[config.mk]
export PLATFORM = sky130hd
export DESIGN_NAME = hazard_stall_ctrl_flat
export DESIGN_NICKNAME = d
export VERILOG_FILES = /design/src/rtl/hazard_stall_ctrl_if.sv /design/src/rtl/hazard_stall_ctrl.sv /design/src/flat_wrapper.sv
export SDC_FILE = /design/constraint.sdc
export NUM_CORES = 1
export LEC_CHECK = 0
export ABC_AREA = 0
export BUFFER_PORTS_ARGS = -buffer_cell sky130_fd_sc_hd__buf_4
export CAP_MARGIN = 20
export CELL_PAD_IN_SITES_DETAIL_PLACEMENT = 1
export CELL_PAD_IN_SITES_GLOBAL_PLACEMENT = 2
export CORE_ASPECT_RATIO = 1.2
export CORE_MARGIN = 1
export CORE_UTILIZATION = 25
export DETAILED_ROUTE_END_ITERATION = 7
export PLACE_DENSITY_LB_ADDON = 0.08
export SYNTH_ARGS = -nofsm -noshare
export SYNTH_HDL_FRONTEND = slang
export SYNTH_SLANG_ARGS = --single-unit
[constraint.sdc]
create_clock -name CLK -period 1.7 [get_ports CLK]
set_input_delay 0.34 -clock CLK [delete_from_list [all_inputs] [get_ports CLK]]
set_output_delay 0.34 -clock CLK [all_outputs]
set_load 0.05 [all_outputs]
[src/rtl/hazard_stall_ctrl_if.sv]
// hazard_stall_ctrl_if: pipeline status in, stage enables/flushes and PC enable out
interface hazard_stall_ctrl_if #(
    parameter int CNT_W = 16
);
    logic             ihit;
    logic             dhit;
    logic [4:0]       dec_rs;
    logic [4:0]       dec_rt;
    logic             dec_jump;
    logic             dec_halt;
    logic             idex_dread;
    logic [4:0]       idex_wsel;
    logic             exmem_dread;
    logic             exmem_dwrite;
    logic             exmem_br_taken;
    logic             memwb_halt;
    logic             pc_en;
    logic             IF_EN;
    logic             ID_EN;
    logic             EX_EN;
    logic             MEM_EN;
    logic             IF_FLUSH;
    logic             ID_FLUSH;
    logic             EX_FLUSH;
    logic             MEM_FLUSH;
    logic             halt;
    logic             halted;
    logic [CNT_W-1:0] stall_cycles;

    modport master (
        output ihit, dhit, dec_rs, dec_rt, dec_jump, dec_halt, idex_dread, idex_wsel,
               exmem_dread, exmem_dwrite, exmem_br_taken, memwb_halt,
        input  pc_en, IF_EN, ID_EN, EX_EN, MEM_EN, IF_FLUSH, ID_FLUSH, EX_FLUSH, MEM_FLUSH,
               halt, halted, stall_cycles
    );

    modport slave (
        input  ihit, dhit, dec_rs, dec_rt, dec_jump, dec_halt, idex_dread, idex_wsel,
               exmem_dread, exmem_dwrite, exmem_br_taken, memwb_halt,
        output pc_en, IF_EN, ID_EN, EX_EN, MEM_EN, IF_FLUSH, ID_FLUSH, EX_FLUSH, MEM_FLUSH,
               halt, halted, stall_cycles
    );
endinterface

[src/rtl/hazard_stall_ctrl.sv]
// hazard_stall_ctrl: stall/flush control for the 5-stage pipeline, with data-miss wait and halt drain
module hazard_stall_ctrl #(
    parameter int CNT_W     = 16,
    parameter int DRAIN_MAX = 4
) (
    input logic               CLK,
    input logic               nRST,
    hazard_stall_ctrl_if.slave bus
);
    localparam int DW = $clog2(DRAIN_MAX + 1);

    typedef enum logic [1:0] {RUN, DWAIT, DRAIN, HALTED} state_t;

    state_t           state, state_nxt;
    logic [DW-1:0]    drain_cnt, drain_nxt;
    logic [CNT_W-1:0] stall_cnt;
    logic             dmiss, loaduse, active;

    assign dmiss   = (bus.exmem_dread | bus.exmem_dwrite) & ~bus.dhit;
    assign loaduse = bus.idex_dread & (bus.idex_wsel != 5'd0) &
                     ((bus.idex_wsel == bus.dec_rs) | (bus.idex_wsel == bus.dec_rt));
    assign active           = (state == RUN) || (state == DWAIT);
    assign bus.halted       = (state == HALTED);
    assign bus.stall_cycles = stall_cnt;

    // State, drain counter and saturating stall counter registers
    always_ff @(posedge CLK or negedge nRST) begin
        if (!nRST) begin
            state     <= RUN;
            drain_cnt <= '0;
            stall_cnt <= '0;
        end else begin
            state     <= state_nxt;
            drain_cnt <= drain_nxt;
            if (active && !bus.pc_en && !(&stall_cnt))
                stall_cnt <= stall_cnt + 1'b1;
        end
    end

    // Hazard priority resolution, stage enable/flush outputs and next state
    always_comb begin
        state_nxt     = state;
        drain_nxt     = drain_cnt;
        bus.pc_en     = bus.ihit;
        bus.IF_EN     = 1'b1;
        bus.ID_EN     = 1'b1;
        bus.EX_EN     = 1'b1;
        bus.MEM_EN    = 1'b1;
        bus.IF_FLUSH  = 1'b0;
        bus.ID_FLUSH  = 1'b0;
        bus.EX_FLUSH  = 1'b0;
        bus.MEM_FLUSH = 1'b0;
        bus.halt      = 1'b0;
        case (state)
            RUN, DWAIT: begin
                if (dmiss) begin
                    bus.pc_en     = 1'b0;
                    bus.IF_EN     = 1'b0;
                    bus.ID_EN     = 1'b0;
                    bus.EX_EN     = 1'b0;
                    bus.MEM_EN    = 1'b0;
                    bus.MEM_FLUSH = 1'b1;
                end else if (bus.exmem_br_taken) begin
                    bus.pc_en    = 1'b1;
                    bus.IF_FLUSH = 1'b1;
                    bus.ID_FLUSH = 1'b1;
                    bus.EX_FLUSH = 1'b1;
                end else if (loaduse) begin
                    bus.pc_en    = 1'b0;
                    bus.IF_EN    = 1'b0;
                    bus.ID_FLUSH = 1'b1;
                end else if (bus.dec_jump) begin
                    bus.IF_FLUSH = 1'b1;
                end else if (!bus.ihit) begin
                    bus.pc_en    = 1'b0;
                    bus.IF_EN    = 1'b0;
                    bus.IF_FLUSH = 1'b1;
                end
                drain_nxt = '0;
                state_nxt = dmiss ? DWAIT :
                            (state == RUN && bus.dec_halt && !bus.exmem_br_taken && !loaduse) ? DRAIN :
                            RUN;
            end
            DRAIN: begin
                bus.pc_en    = 1'b0;
                bus.IF_FLUSH = 1'b1;
                bus.halt     = 1'b1;
                if (dmiss) begin
                    bus.IF_EN     = 1'b0;
                    bus.ID_EN     = 1'b0;
                    bus.EX_EN     = 1'b0;
                    bus.MEM_EN    = 1'b0;
                    bus.MEM_FLUSH = 1'b1;
                end else if (bus.exmem_br_taken) begin
                    bus.pc_en    = 1'b1;
                    bus.ID_FLUSH = 1'b1;
                    bus.EX_FLUSH = 1'b1;
                    bus.halt     = 1'b0;
                end
                drain_nxt = dmiss ? drain_cnt : drain_cnt + 1'b1;
                state_nxt = (bus.exmem_br_taken && !dmiss) ? RUN :
                            (bus.memwb_halt || drain_nxt == DW'(DRAIN_MAX)) ? HALTED :
                            DRAIN;
            end
            HALTED: begin
                bus.pc_en  = 1'b0;
                bus.IF_EN  = 1'b0;
                bus.ID_EN  = 1'b0;
                bus.EX_EN  = 1'b0;
                bus.MEM_EN = 1'b0;
                bus.halt   = 1'b1;
            end
            default: state_nxt = RUN;
        endcase
    end
endmodule

[src/flat_wrapper.sv]
// flat-port wrapper written by rule: the top's interface ports become plain ports
module hazard_stall_ctrl_flat 
#(
    parameter int CNT_W     = 16,
    parameter int DRAIN_MAX = 4
)
  (CLK, nRST, bus_ihit, bus_dhit, bus_dec_rs, bus_dec_rt, bus_dec_jump, bus_dec_halt, bus_idex_dread, bus_idex_wsel, bus_exmem_dread, bus_exmem_dwrite, bus_exmem_br_taken, bus_memwb_halt, bus_pc_en, bus_IF_EN, bus_ID_EN, bus_EX_EN, bus_MEM_EN, bus_IF_FLUSH, bus_ID_FLUSH, bus_EX_FLUSH, bus_MEM_FLUSH, bus_halt, bus_halted, bus_stall_cycles);
  hazard_stall_ctrl_if #(.CNT_W(CNT_W)) bus_i ();
  input logic CLK;
  input logic nRST;
  input wire logic [$bits(bus_i.ihit)-1:0] bus_ihit;
  input wire logic [$bits(bus_i.dhit)-1:0] bus_dhit;
  input wire logic [$bits(bus_i.dec_rs)-1:0] bus_dec_rs;
  input wire logic [$bits(bus_i.dec_rt)-1:0] bus_dec_rt;
  input wire logic [$bits(bus_i.dec_jump)-1:0] bus_dec_jump;
  input wire logic [$bits(bus_i.dec_halt)-1:0] bus_dec_halt;
  input wire logic [$bits(bus_i.idex_dread)-1:0] bus_idex_dread;
  input wire logic [$bits(bus_i.idex_wsel)-1:0] bus_idex_wsel;
  input wire logic [$bits(bus_i.exmem_dread)-1:0] bus_exmem_dread;
  input wire logic [$bits(bus_i.exmem_dwrite)-1:0] bus_exmem_dwrite;
  input wire logic [$bits(bus_i.exmem_br_taken)-1:0] bus_exmem_br_taken;
  input wire logic [$bits(bus_i.memwb_halt)-1:0] bus_memwb_halt;
  output wire logic [$bits(bus_i.pc_en)-1:0] bus_pc_en;
  output wire logic [$bits(bus_i.IF_EN)-1:0] bus_IF_EN;
  output wire logic [$bits(bus_i.ID_EN)-1:0] bus_ID_EN;
  output wire logic [$bits(bus_i.EX_EN)-1:0] bus_EX_EN;
  output wire logic [$bits(bus_i.MEM_EN)-1:0] bus_MEM_EN;
  output wire logic [$bits(bus_i.IF_FLUSH)-1:0] bus_IF_FLUSH;
  output wire logic [$bits(bus_i.ID_FLUSH)-1:0] bus_ID_FLUSH;
  output wire logic [$bits(bus_i.EX_FLUSH)-1:0] bus_EX_FLUSH;
  output wire logic [$bits(bus_i.MEM_FLUSH)-1:0] bus_MEM_FLUSH;
  output wire logic [$bits(bus_i.halt)-1:0] bus_halt;
  output wire logic [$bits(bus_i.halted)-1:0] bus_halted;
  output wire logic [$bits(bus_i.stall_cycles)-1:0] bus_stall_cycles;
  assign bus_i.ihit = bus_ihit;
  assign bus_i.dhit = bus_dhit;
  assign bus_i.dec_rs = bus_dec_rs;
  assign bus_i.dec_rt = bus_dec_rt;
  assign bus_i.dec_jump = bus_dec_jump;
  assign bus_i.dec_halt = bus_dec_halt;
  assign bus_i.idex_dread = bus_idex_dread;
  assign bus_i.idex_wsel = bus_idex_wsel;
  assign bus_i.exmem_dread = bus_exmem_dread;
  assign bus_i.exmem_dwrite = bus_exmem_dwrite;
  assign bus_i.exmem_br_taken = bus_exmem_br_taken;
  assign bus_i.memwb_halt = bus_memwb_halt;
  assign bus_pc_en = bus_i.pc_en;
  assign bus_IF_EN = bus_i.IF_EN;
  assign bus_ID_EN = bus_i.ID_EN;
  assign bus_EX_EN = bus_i.EX_EN;
  assign bus_MEM_EN = bus_i.MEM_EN;
  assign bus_IF_FLUSH = bus_i.IF_FLUSH;
  assign bus_ID_FLUSH = bus_i.ID_FLUSH;
  assign bus_EX_FLUSH = bus_i.EX_FLUSH;
  assign bus_MEM_FLUSH = bus_i.MEM_FLUSH;
  assign bus_halt = bus_i.halt;
  assign bus_halted = bus_i.halted;
  assign bus_stall_cycles = bus_i.stall_cycles;
  hazard_stall_ctrl #(.CNT_W(CNT_W), .DRAIN_MAX(DRAIN_MAX)) u_core (.CLK(CLK), .nRST(nRST), .bus(bus_i));
endmodule
==> flow_metrics.env, run 1 <==
export IMPL_io_buffer_count=52
export IMPL_path_buf_inv=2
export IMPL_first_global_vias=1456
export IMPL_fin_worst_skew_ns=0.00398
export IMPL_clockBufferDepth=2
export IMPL_final_hold_viol_count=0
export IMPL_syn_inst=145
export IMPL_io_pins=53
export IMPL_synth_fp_nets=173
export IMPL_path_max_fanout=5
export IMPL_final_nets=262
export IMPL_coreArea_um2=5330
export IMPL_violations="negative setup slack"
export IMPL_setup_violations=4
export IMPL_cp_required_ns=1.36
export IMPL_hold_depth=3
export IMPL_layout_common_cells="buf_4, xnor2_1, dfrtp_2"
export IMPL_holdCritPathClass="in -> reg"
export IMPL_rsz0062_at_grt="true"
export IMPL_dp_hpwl_um=3220
export IMPL_clkPwrFrac=0.111
export IMPL_power_switching_mw=1.44
export IMPL_r2r_setup_slack_ns=0.03
export IMPL_p_total_mw=3.04
export IMPL_internal_power_mw=1.59
export IMPL_clkSlewWorstSetupHoldPaths_ns=0.08
export IMPL_power_leakage_nw=1.10
export IMPL_syn_area_um2=1400
export IMPL_synth_xor_area_frac=0.176
export IMPL_pwr_share_comb=0.654
export IMPL_grt_pass1_wl_um=6720
export IMPL_muxShareOfSynthArea=0.0108
export IMPL_reg2reg_to="u_core.bus.stall_cycles[7]$_DFFE_PN0P_"
export IMPL_worstMarginPinSlew_ns=0.345
export IMPL_areaGrowthSynthToFinish_pct=71.7
export IMPL_clock_latency_ns=0.26
export IMPL_power_density_nw_per_um2=1270
export IMPL_cts_tree="built"
export IMPL_synth_edff_count=0
export IMPL_synthArstFlopShare=1.00
export IMPL_setup_worst_path_end_class="primary output"
export IMPL_drt_pass1_iter_count=4
export IMPL_yosysWarnings=0
export IMPL_wirelength_um=4050
export IMPL_fin_ws_ns=-0.380
export IMPL_synth_distinct_cells=39
export IMPL_grt_max_degree=22
export IMPL_routedWlPerCell_um=13.7
export IMPL_worstHoldStart="bus_memwb_halt"
export IMPL_die_w_um=70.2
export IMPL_vias=1380
export IMPL_period_needed_ns=2.08
export IMPL_drtIter0Drc=20
export IMPL_maxSlewHeadroom=0.770
export IMPL_initial_utilization=0.262
export IMPL_antenna_found_initial=0
export IMPL_drv_slew=0
export IMPL_power_frac_seq=0.235
export IMPL_mostFrequentLayoutCell="buf_4"
export IMPL_irDropWorstVdd_uv=779
export IMPL_drcViolationCount=0
export IMPL_fin_tns_setup_ns=-1.38
export IMPL_rows=29
export IMPL_start_kind="primary input"
export IMPL_synth_compound_area_frac=0.151
export IMPL_gp_congestion=0.794
export IMPL_cts_made_buffers=3
export IMPL_hold_end="u_core.state[0]$_DFFE_PN0P_"
export IMPL_synth_top_family_by_area="simple AND/OR/NAND/NOR gates"
export IMPL_clockRootBuffer="clkbuf_8"
export IMPL_reg2reg_from="u_core.bus.stall_cycles[2]$_DFFE_PN0P_"
export IMPL_diodes=0
export IMPL_ctsHtreeMaxLevel=1
export IMPL_reg2reg_depth=7
export IMPL_slowest_delay_ns=0.53
export IMPL_postRouteAntennaNets=0
export IMPL_synthAdderAreaFrac=0.0179
export IMPL_ys_seq_area_frac=0.376
export IMPL_synth_seq_cells=21
export IMPL_cpMaxStageDelayCell="or4_4"
export IMPL_cts_sinks=21
export IMPL_crit_family="simple AND/OR/NAND/NOR gates"
export IMPL_syn_mean_instance_area_um2=9.63
export IMPL_synth_simple_area_share=0.230
export IMPL_synth_flop_cell="dfrtp_1"
export IMPL_grt_use_total=0.140
export IMPL_drv_cap=0
export IMPL_die_h_um=83.9
export IMPL_max_freq_ghz=0.481
export IMPL_whs_ns=0.359
export IMPL_die_area_um2=5890
export IMPL_post_route_period_util=1.22
export IMPL_cp_arrival_ns=1.74
export IMPL_dp_slack_ns=-0.428
export IMPL_sw_frac_of_total=0.476
export IMPL_layout_drive_gt1_share=0.614
export IMPL_path_class="in -> out"
export IMPL_grt_overflow_total=0
export IMPL_path_cells="buf_6 -> or4_4 -> o21ai_4 -> nand2b_4 -> a2bb2oi_1 -> nor2_2 -> buf_4"
export IMPL_status="finished with violations"
export IMPL_via_per_inst=4.68
==> worst register-to-register path, cell delays in order (launching register included) <==
cell and delay, ns:
dfrtp_2 0.41, and3_4 0.19, and4_4 0.23, a311oi_4 0.25, a22oi_4 0.10, buf_4 0.16
nor3_2 0.11, xor2_1 0.15
==> power groups by stage <==
| stage | clock (mW) | combinational (mW) | sequential (mW) |
|---|---|---|---|
| 5_1_grt | 0.379 | 2.11 | 0.726 |
| 3_5_place_dp | 0 | 1.83 | 0.708 |
| 2_1_floorplan | 0 | 0.968 | 0.973 |
| 3_3_place_gp | 0 | 1.80 | 0.697 |
| 4_1_cts | 0.351 | 1.88 | 0.699 |
| 6_report | 0.337 | 1.99 | 0.713 |
==> per-stage QoR <==
step	utilization	cells	area, um2
finish	0.449	295	2400
global route	0.449	295	2400
CTS	0.422	287	2250
detailed placement	0.405	282	2160
global placement	0.405	282	2160
floorplan	-	145	1530
==> flip-flops by register name, indices dropped and copies added, names as in the netlist <==
name and flops:
u_core.state 2, u_core.bus.stall_cycles 16, u_core.drain_cnt 3
==> routing by layer <==
metal	share of wire	up-vias	GRT usage
li1	-	676	-
met1	0.40	660	0.159
met2	0.55	42	0.268
met3	0.044	2	0.0193
met4	0.0057	0	0.0327
met5	0	-	0
==> synth_stat cells (3+ instances only) <==
cell type   n  area share
nand2_1    12       0.032
nand3_1     9       0.032
dfrtp_1    21        0.38
xor2_1      9       0.056
nand2b_1    3       0.013
o21ai_0     3       0.011
a21oi_1     7       0.025
inv_1       5       0.013
nand4_1     3       0.013
xnor2_1    19        0.12
nor2_1     19       0.051
==> area by class of cell <==
class,instances,area [um2]
clock buffer,3,41.3
multi-input combinational,114,1000
sequential,21,542
clock inverter,1,5.00
tap,62,77.6
timing repair buffer,89,708
inverter,5,22.5
fill,619,2940
==> worst max path at each step <==
stage	start	to	slack (ns)	cells after the start
6_report	bus_idex_wsel[0]	bus_ID_FLUSH	-0.38	7
5_1_grt	bus_idex_wsel[0]	bus_ID_FLUSH	-0.43	7
4_1_cts	bus_idex_wsel[0]	bus_IF_FLUSH	-0.37	7
3_5_place_dp	bus_idex_wsel[0]	bus_IF_FLUSH	-0.43	7
3_3_place_gp	bus_idex_wsel[0]	bus_IF_FLUSH	-0.42	7
2_1_floorplan	bus_idex_wsel[0]	bus_IF_FLUSH	-0.48	5
==> logic make-up (layout without fill, tap and decap cells) <==
kind of cell,after synthesis,after routing
adder cells (fa/ha/maj),2,2
multiplexers,1,1
AO/OA/AOI/OAI,24,24
AND/OR/NAND/NOR,59,59
buffers and inverters,10,98
XOR/XNOR,28,28
flip-flops,21,21
==> repair_timing <==
item	in CTS	in global routing
pin swaps	4	5
setup endpoints to repair	14	23
buffers inserted	0	8
hold buffers	1	0
resized for setup	9	17
hold endpoints to repair	21	0
Note: power is estimated with default switching activity, not from simulation.
==> inputs of run 2 (changes only) <==
Settings changed: BUFFER_PORTS_ARGS -buffer_cell sky130_fd_sc_hd__buf_4 to -buffer_cell sky130_fd_sc_hd__buf_2, PLACE_DENSITY set to 0.74, PLACE_DENSITY_LB_ADDON 0.08 to not set.
==> run 2 against run 1 <==
The flow still finishes with violations (negative setup slack). Clock power decreased by 2%. Setup slack gained 0.0072 ns. Sequential power is essentially flat. Routed wire length shrank 1.4%. Die area did not move. Clock-buffer cell count up 1. Combinational power about the same. Register-to-register slack worse by 0.07 ns. Cell count up 1.4%.
==> flow_metrics.env, run 2 (same netlist as run 1, synthesis figures left out) <==
export IMPL_initial_utilization=0.262
export IMPL_clockBufferDepth=2
export IMPL_irDropWorstVdd_uv=680
export IMPL_routedWlPerCell_um=13.4
export IMPL_period_needed_ns=2.07
export IMPL_setup_violations=8
export IMPL_final_nets=266
export IMPL_die_h_um=83.9
export IMPL_coreArea_um2=5330
export IMPL_wirelength_um=4000
export IMPL_drcViolationCount=0
export IMPL_status="finished with violations"
export IMPL_power_density_nw_per_um2=1280
export IMPL_mostFrequentLayoutCell="buf_4"
export IMPL_power_leakage_nw=1.12
export IMPL_path_max_fanout=5
export IMPL_grt_pass1_wl_um=6510
export IMPL_drv_slew=0
export IMPL_die_w_um=70.2
export IMPL_fill_cells=602
export IMPL_dp_hpwl_um=3060
export IMPL_path_buf_inv=2
export IMPL_layoutNonFillerInstCount=299
export IMPL_grt_use_total=0.135
export IMPL_postRouteAntennaNets=0
export IMPL_grt_overflow_total=0
export IMPL_io_pins=53
export IMPL_layout_common_cells="buf_4, buf_2, xnor2_1"
export IMPL_path_cells="buf_6 -> or4_4 -> o21ai_4 -> nand2b_4 -> a21oi_4 -> o31ai_4 -> buf_6"
export IMPL_worst_path_most_repeated_cell="buf_6"
export IMPL_io_buffer_count=52
export IMPL_fin_util=0.444
export IMPL_layout_drive_gt1_share=0.616
export IMPL_crit_family="simple AND/OR/NAND/NOR gates"
export IMPL_stdcell_area_um2=2370
export IMPL_regArea_um2=542
export IMPL_cts_tree="built"
export IMPL_drtIter0Drc=16
export IMPL_cp_required_ns=1.36
export IMPL_first_global_vias=1421
export IMPL_die_area_um2=5890
export IMPL_largest_reg_flops=16
export IMPL_maxSlewHeadroom=0.664
export IMPL_fin_worst_skew_ns=0.00941
export IMPL_via_per_inst=4.64
export IMPL_max_freq_ghz=0.482
export IMPL_slowest_delay_ns=0.53
export IMPL_final_hold_viol_count=0
export IMPL_rows=29
export IMPL_ctsHtreeMaxLevel=1
export IMPL_clkSlewWorstSetupHoldPaths_ns=0.08
export IMPL_setup_worst_path_end_class="primary output"
export IMPL_multiInputGateArea_um2=1020
export IMPL_areaGrowthSynthToFinish_pct=69.6
export IMPL_start_kind="primary input"
export IMPL_violations="negative setup slack"
export IMPL_rsz0062_at_grt="true"
export IMPL_fin_ws_ns=-0.373
export IMPL_antenna_found_initial=0
export IMPL_gp_congestion=0.733
export IMPL_cpMaxStageDelayCell="or4_4"
export IMPL_cts_made_buffers=3
export IMPL_grt_max_degree=22
export IMPL_holdCritPathClass="in -> async"
export IMPL_cts_sinks=21
export IMPL_cp_arrival_ns=1.73
export IMPL_place_area_um2=2070
export IMPL_vias=1388
export IMPL_path_class="in -> out"
export IMPL_drv_cap=0
export IMPL_post_route_period_util=1.22
export IMPL_diodes=0
export IMPL_clock_latency_ns=0.26
export IMPL_worstMarginPinSlew_ns=0.504
export IMPL_dp_cells=286
export IMPL_clockRootBuffer="clkbuf_8"
export IMPL_drt_pass1_iter_count=2
-- run 2: worst paths after layout --
path,start,endpoint,slack (ns),cells past startpoint
min in group CLK,bus_exmem_br_taken,u_core.state[1]$_DFFE_PN0P_,0.29,2
hold reg to reg,u_core.bus.stall_cycles[15]$_DFFE_PN0P_,u_core.bus.stall_cycles[15]$_DFFE_PN0P_,0.49,1
setup reg to reg,u_core.bus.stall_cycles[2]$_DFFE_PN0P_,u_core.bus.stall_cycles[7]$_DFFE_PN0P_,-0.04,7
setup / recovery,bus_idex_wsel[0],bus_IF_FLUSH,-0.37,7
max in group asynchronous,nRST,u_core.bus.stall_cycles[14]$_DFFE_PN0P_,1.28,1
hold / removal,nRST,u_core.bus.stall_cycles[6]$_DFFE_PN0P_,0.03,1
-- run 2: layout make-up --
| cell class | instances | area share |
|---|---|---|
| Multi-Input combinational cell | 114 | 0.433 |
| Tap cell | 62 | 0.0328 |
| Sequential cell | 21 | 0.229 |
| Timing Repair Buffer | 93 | 0.277 |
| Clock buffer | 4 | 0.0190 |
| Inverter | 5 | 0.00951 |
-- run 2: stage by stage --
| stage | hold WS [ns] | setup TNS (ns) | worst slack [ns] | power, mW |
|---|---|---|---|---|
| after floorplan | 0.0444 | -2.55 | -0.478 | 1.94 |
| after global placement | 0.336 | -5.26 | -0.469 | 2.41 |
| after detailed placement | 0.334 | -5.39 | -0.481 | 2.43 |
| after CTS | 0.0492 | -1.66 | -0.380 | 2.86 |
| after global routing | 0.0645 | -2.29 | -0.431 | 3.21 |
| final | 0.0332 | -1.45 | -0.373 | 3.04 |
-- run 2: what timing repair did --
item / CTS / global route
hold buffers: 0 / 0
pin swaps: 4 / 7
endpoints found under the setup margin: 12 / 21
resized for setup: 20 / 19
buffers inserted: 0 / 9
-- run 2: power by group --
| part | switching (mW) | internal, mW | leakage (nW) |
|---|---|---|---|
| combinational | 1.20 | 0.787 | 0.840 |
| clock | 0.163 | 0.167 | 0.0228 |
| sequential | 0.0971 | 0.617 | 0.259 |
-- run 2: layer usage --
layer,vias up,GRT usage,share of wire
met3,4,0.0109,0.030
li1,690,-,-
met1,652,0.172,0.43
met4,0,0.0436,0.013
met2,42,0.238,0.53
met5,-,0,0
